[config.mk]
export PLATFORM = sky130hd
export DESIGN_NAME = cu_ctrl_pipe
export DESIGN_NICKNAME = d
export VERILOG_FILES = /design/src/rtl/cu_pkg.sv /design/src/rtl/cu_ctrl_stage.sv /design/src/rtl/cu_ctrl_pipe.sv
export SDC_FILE = /design/constraint.sdc
export NUM_CORES = 1
export LEC_CHECK = 0
export BUFFER_PORTS_ARGS = -buffer_cell sky130_fd_sc_hd__buf_2
export CAP_MARGIN = 20
export CORE_ASPECT_RATIO = 1.75
export CORE_MARGIN = 2
export CORE_UTILIZATION = 51
export CTS_BUF_LIST = sky130_fd_sc_hd__clkbuf_8 sky130_fd_sc_hd__clkbuf_16
export CTS_CLUSTER_SIZE = 25
export DETAILED_ROUTE_END_ITERATION = 8
export PLACE_DENSITY = 0.8
export SLEW_MARGIN = 0
export SYNTH_ARGS = -nofsm -noshare
export SYNTH_HDL_FRONTEND = slang
export SYNTH_SLANG_ARGS = --single-unit
[constraint.sdc]
create_clock -name clk -period 2.3 [get_ports clk]
set_input_delay 0 -clock clk [delete_from_list [all_inputs] [get_ports clk]]
set_output_delay 0 -clock clk [all_outputs]
set_load 0.005 [all_outputs]
[src/rtl/cu_pkg.sv]
// Shared control-unit constants: opcode width, the NOP encoding and the
// back-end stage indices used by the control-opcode pipeline.
package cu_pkg;

  localparam int OPCODE_W = 7;
  localparam logic [OPCODE_W-1:0] NOP_OP = '0;

  localparam int STAGE_EX  = 0;
  localparam int STAGE_MEM = 1;
  localparam int STAGE_WB  = 2;

endpackage

[src/rtl/cu_ctrl_stage.sv]
// One opcode+valid pipeline register with flush > hold > load priority.
// The caller guarantees d_opcode is NOP_OP whenever d_valid is low.
module cu_ctrl_stage #(
  parameter int              OPW    = 7,
  parameter logic [OPW-1:0]  NOP_OP = '0
) (
  input  logic           clk,
  input  logic           reset,
  input  logic           flush,
  input  logic           hold,
  input  logic           d_valid,
  input  logic [OPW-1:0] d_opcode,
  output logic [OPW-1:0] opcode,
  output logic           valid
);

  // NOTE: registers use non-blocking assignments so every stage samples its
  // neighbour's pre-edge value; the chain shifts instead of racing through.
  always_ff @(negedge clk) begin
    if (reset || flush) begin
      opcode <= NOP_OP;
      valid  <= 1'b0;
    end else if (!hold) begin
      opcode <= d_opcode;
      valid  <= d_valid;
    end
  end

endmodule

[src/rtl/cu_ctrl_pipe.sv]
// Control-opcode pipeline from decode to write-back: DEPTH stages with
// per-stage stall (bubble insertion), per-stage flush and a retire counter.
module cu_ctrl_pipe #(
  parameter int             OPW    = cu_pkg::OPCODE_W,
  parameter int             DEPTH  = 3,
  parameter logic [OPW-1:0] NOP_OP = OPW'(cu_pkg::NOP_OP),
  parameter int             CNTW   = 16
) (
  input  logic                 clk,
  input  logic                 reset,
  input  logic                 in_valid,
  input  logic [OPW-1:0]       in_opcode,
  output logic                 in_ready,
  input  logic [DEPTH-1:0]     stall,
  input  logic [DEPTH-1:0]     flush,
  output logic [DEPTH*OPW-1:0] stage_opcode,
  output logic [DEPTH-1:0]     stage_valid,
  output logic [OPW-1:0]       wb_opcode,
  output logic                 wb_valid,
  output logic [CNTW-1:0]      retire_count
);

  // hold[i] is set when stage i or anything downstream of it is stalled.
  logic [DEPTH-1:0] hold;

  // NOTE: hold gets a full default before the chain is built so that no
  // path through this block leaves a bit unassigned and infers a latch.
  always_comb begin
    hold = '0;
    hold[DEPTH-1] = stall[DEPTH-1];
    for (int i = DEPTH - 2; i >= 0; i--) begin
      hold[i] = stall[i] | hold[i+1];
    end
  end

  assign in_ready = !hold[0];

  for (genvar g = 0; g < DEPTH; g++) begin : g_stage
    logic           d_valid;
    logic [OPW-1:0] d_opcode;

    if (g == 0) begin : g_head
      assign d_valid  = in_valid;
      assign d_opcode = in_valid ? in_opcode : NOP_OP;
    end else begin : g_body
      // A frozen upstream stage feeds a bubble rather than a duplicate.
      assign d_valid  = hold[g-1] ? 1'b0   : stage_valid[g-1];
      assign d_opcode = hold[g-1] ? NOP_OP : stage_opcode[(g-1)*OPW +: OPW];
    end

    cu_ctrl_stage #(
      .OPW    (OPW),
      .NOP_OP (NOP_OP)
    ) u_stage (
      .clk      (clk),
      .reset    (reset),
      .flush    (flush[g]),
      .hold     (hold[g]),
      .d_valid  (d_valid),
      .d_opcode (d_opcode),
      .opcode   (stage_opcode[g*OPW +: OPW]),
      .valid    (stage_valid[g])
    );
  end

  assign wb_opcode = stage_opcode[(DEPTH-1)*OPW +: OPW];
  assign wb_valid  = stage_valid[DEPTH-1];

  always_ff @(negedge clk) begin
    if (reset) begin
      retire_count <= '0;
    end else if (wb_valid && !hold[DEPTH-1] && !flush[DEPTH-1]) begin
      retire_count <= retire_count + 1'b1;
    end
  end

endmodule

==> load_flow_metrics.sql <==
INSERT INTO impl_metrics (metric_group, metric, value, unit) VALUES
('synth', 'syn_avg_cell_area', '8.707', 'um^2'),
('critical_path', 'wp_data_required', '2.30', 'ns'),
('cts', 'tritoncts', 'yes', ''),
('place', 'dp_cells', '290', ''),
('global_routing', 'grt-ovfl-total', '0', ''),
('cts', 'cts_num_sinks', '40', ''),
('floorplan', 'ioPinCount', '65', ''),
('place', 'place.gp.congestion', '0.7708', ''),
('place', 'placement.setup.worst_slack', '-0.07524', 'ns'),
('outcome', 'outcome', 'finished clean', ''),
('global_routing', 'grt_antenna_before_repair', '0', ''),
('cts', 'clkSlewWorstSetupHoldPaths', '0.04', 'ns'),
('layout', 'finalNonFillerCells', '337', ''),
('global_routing', 'global_route.usage.total', '23.33', '%'),
('synth', 'synth_async_sr_flop_share', '0', '%'),
('critical_path', 'cp_slowest_stage_delay', '0.44', 'ns'),
('synth', 'netlist_area', '1698', 'um^2'),
('timing', 'timing.setup.tns', '0', 'ns'),
('timing', 'timing_max_transition_violations_final', '0', ''),
('critical_path', 'timing.critical_path.buf_inv', '1', ''),
('synth', 'synth_seq_area_share', '47.16', '%'),
('synth', 'synth-main-ff-cell', 'sky130_fd_sc_hd__dfxtp_1', ''),
('timing', 'worst-slew-pin-transition', '0.3672', 'ns'),
('drt', 'route.final.wire_length', '4042', 'um'),
('power_and_ir_drop', 'fin_total_pwr', '1.606', 'mW'),
('place', 'place.detailed.hpwl', '2866', 'um'),
('floorplan', 'coreArea', '3176', 'um^2'),
('layout', 'most_frequent_standard_cell_in_the_layout_excluding_fill_and_tap_cells', 'sky130_fd_sc_hd__buf_2', ''),
('floorplan', 'die_area', '3825', 'um^2'),
('critical_path', 'worst_ep_arrival_time', '2.11', 'ns'),
('critical_path', 'crit_family', 'flip-flops', ''),
('global_routing', 'via_count_of_the_first_global_routing_pass', '1645', ''),
('critical_path', 'type_of_element_launching_the_critical_path', 'flip-flop', ''),
('cts', 'max-clock-path-buffers', '2', ''),
('layout', 'postLayoutCoreUtil', '71.87', '%'),
('critical_path', 'worst_setup_path_end_kind', 'primary output', ''),
('synth', 'synth-edff-count', '0', ''),
('cts', 'htree_num_levels', '2', ''),
('floorplan', 'initial_core_util', '53.47', '%'),
('drt', 'drc', '0', ''),
('timing', 'fin_worst_skew', '0.01332', 'ns'),
('cts', 'insertion_delay', '0.36', 'ns'),
('drt', 'drt.antenna.violating_nets', '0', ''),
('layout', 'area_delta_synth_final', '34.41', '%'),
('drt', 'routed_via_density', '5.015', ''),
('place', 'buffer_ports.inserted', '64', ''),
('synth', 'syn_nets', '212', ''),
('drt', 'drt_first_iter_violations', '36', ''),
('floorplan', 'placementRows', '27', ''),
('critical_path', 'class_of_the_most_critical_setup_path', 'reg2out', ''),
('critical_path', 'critical_path.cell_chain', 'buf_2', ''),
('cts', 'post_cts_buffers', '0', ''),
('synth', 'number_of_cells_produced_by_synthesis', '195', ''),
('layout', 'antenna_cells_inserted', '0', ''),
('flow_run', 'cap_viol_max_count', '0', ''),
('critical_path', 'worst_path_max_delay_cell', 'sky130_fd_sc_hd__dfxtp_1', ''),
('layout', 'drive_gt1_share', '30.27', '%'),
('floorplan', 'die_w', '47.62', 'um'),
('floorplan', 'die-height', '80.33', 'um'),
('critical_path', 'critPathMaxFanout', '6', ''),
('global_routing', 'grt_start_max_net_pins', '20', ''),
('global_routing', 'wire_length_of_the_first_global_routing_pass', '6437', 'um'),
('timing', 'hold_viol_final', '0', ''),
('hold_path', 'worstHoldPathType', 'reg2reg', ''),
('cts', 'cts.repair.resized', '0', ''),
('layout', 'fin_nets', '310', ''),
('synth', 'synth_cell_type_count', '32', ''),
('cts', 'cts.hold.buffers_added', '0', ''),
('power_and_ir_drop', 'leakagePower', '1.138', 'nW'),
('cts', 'cts_inserted_buffers', '5', ''),
('timing', 'max_slew_margin', '75.32', '%'),
('timing', 'rsz0062_at_grt', 'no', ''),
('drt', 'drt_pre_antenna_iters', '4', ''),
('cts', 'ctsRootBufferMaster', 'sky130_fd_sc_hd__clkbuf_8', ''),
('timing', 'final_critical_path_setup_slack', '0.1857', 'ns'),
('power_and_ir_drop', 'power_per_cell_area', '703.7', 'nW/um^2'),
('drt', 'wl_per_cell', '11.99', 'um'),
('layout', 'layout.cells.most_common_list', '64 x sky130_fd_sc_hd__buf_2, 41 x sky130_fd_sc_hd__inv_1, 40 x sky130_fd_sc_hd__dfxtp_1', ''),
('power_and_ir_drop', 'vdd_drop_max', '599.2', 'uV'),
('synth', 'ys_ff_latch', '40', ''),
('timing', 'setup_violations', '0', ''),
('drt', 'vias', '1690', ''),
('synth', 'yosys_warnings', '0', '');
-- final timing paths --
kind,end,cells after the start,slack (ns),start
setup reg to reg,retire_count[13]$_SDFFE_NP0P_,4,0.69,retire_count[4]$_SDFFE_NP0P_
hold / removal,g_stage[1].u_stage.opcode[6]$_SDFFE_NP0N_,2,0.47,g_stage[1].u_stage.opcode[6]$_SDFFE_NP0N_
hold reg to reg,g_stage[1].u_stage.opcode[6]$_SDFFE_NP0N_,2,0.47,g_stage[1].u_stage.opcode[6]$_SDFFE_NP0N_
setup / recovery,retire_count[10],1,0.19,retire_count[10]$_SDFFE_NP0P_
-- cells in the mapped netlist, types with 2 or more instances --
library cell               count  share of area, %
sky130_fd_sc_hd__and3_1        2              0.74
sky130_fd_sc_hd__inv_1         2              0.44
sky130_fd_sc_hd__xor2_1        5               2.6
sky130_fd_sc_hd__nor2_1       20               4.4
sky130_fd_sc_hd__nand3b_1      8               3.5
sky130_fd_sc_hd__nand2_1      22               4.9
sky130_fd_sc_hd__xnor2_1       5               2.6
sky130_fd_sc_hd__nand3_1       9               2.7
sky130_fd_sc_hd__a21oi_1      21               6.2
sky130_fd_sc_hd__dfxtp_1      40                47
sky130_fd_sc_hd__buf_1         3              0.66
sky130_fd_sc_hd__or2_2         4               1.5
sky130_fd_sc_hd__or3_1         3               1.1
sky130_fd_sc_hd__clkbuf_1      7               1.5
sky130_fd_sc_hd__and4_1        2               1.0
sky130_fd_sc_hd__or4_1         2              0.88
sky130_fd_sc_hd__o21ai_0       2              0.59
sky130_fd_sc_hd__buf_4        10               4.4
sky130_fd_sc_hd__a22oi_1       8               3.5
sky130_fd_sc_hd__nor3_1        2              0.59
sky130_fd_sc_hd__o31ai_1       2              0.88
sky130_fd_sc_hd__nand4_1       6               2.2
-- cell type report --
cell class / instances / area, um^2
sequential: 40 / 800.8
clock inverter: 43 / 195.2
tap: 43 / 53.80
multi-input combinational: 131 / 768.2
timing repair buffer: 73 / 387.9
fill: 292 / 893.4
inverter: 2 / 7.507
clock buffer: 5 / 68.82
-- logic make-up (layout without fill, tap and decap cells) --
family	Yosys count	after routing	share of synthesized area [%]
xor gates and xnor gates	10	10	5.158
buffers and inverters	24	123	7.590
DFF	40	40	47.16
adders and majority gates	1	1	0.7368
muxes	1	1	0.5896
and+or+nand+nor	85	85	27.04
AOI/OAI and AO/OA	34	34	11.72
-- metrics by stage --
step	hold WS, ns	cell area (um^2)
2_1_floorplan	0.4453	1698
3_3_place_gp	0.4561	2022
3_5_place_dp	0.4606	2022
4_1_cts	0.4650	2282
5_1_grt	0.4843	2282
6_report	0.4655	2282
-- where the power goes --
| part | total, mW | switching (mW) | internal, mW |
|---|---|---|---|
| clock | 0.847 | 0.431 | 0.417 |
| sequential | 0.701 | 0.00107 | 0.700 |
| combinational | 0.0580 | 0.0341 | 0.0239 |
| total | 1.61 | 0.466 | 1.14 |
-- flip-flops by register name, indices dropped and copies added, names as in the netlist --
signal                  count
g_stage.u_stage.opcode     21
retire_count               16
g_stage.u_stage.valid       3
-- metal layers --
metal  wire length (um)  part of all wire [%]  track usage [%]
met3                225                   5.6            11.69
met1               1628                    40            23.26
met4                 68                   1.7            13.78
met5                  0                     0                0
met2               2120                    52            36.89
Note: power is estimated with default switching activity, not from simulation.
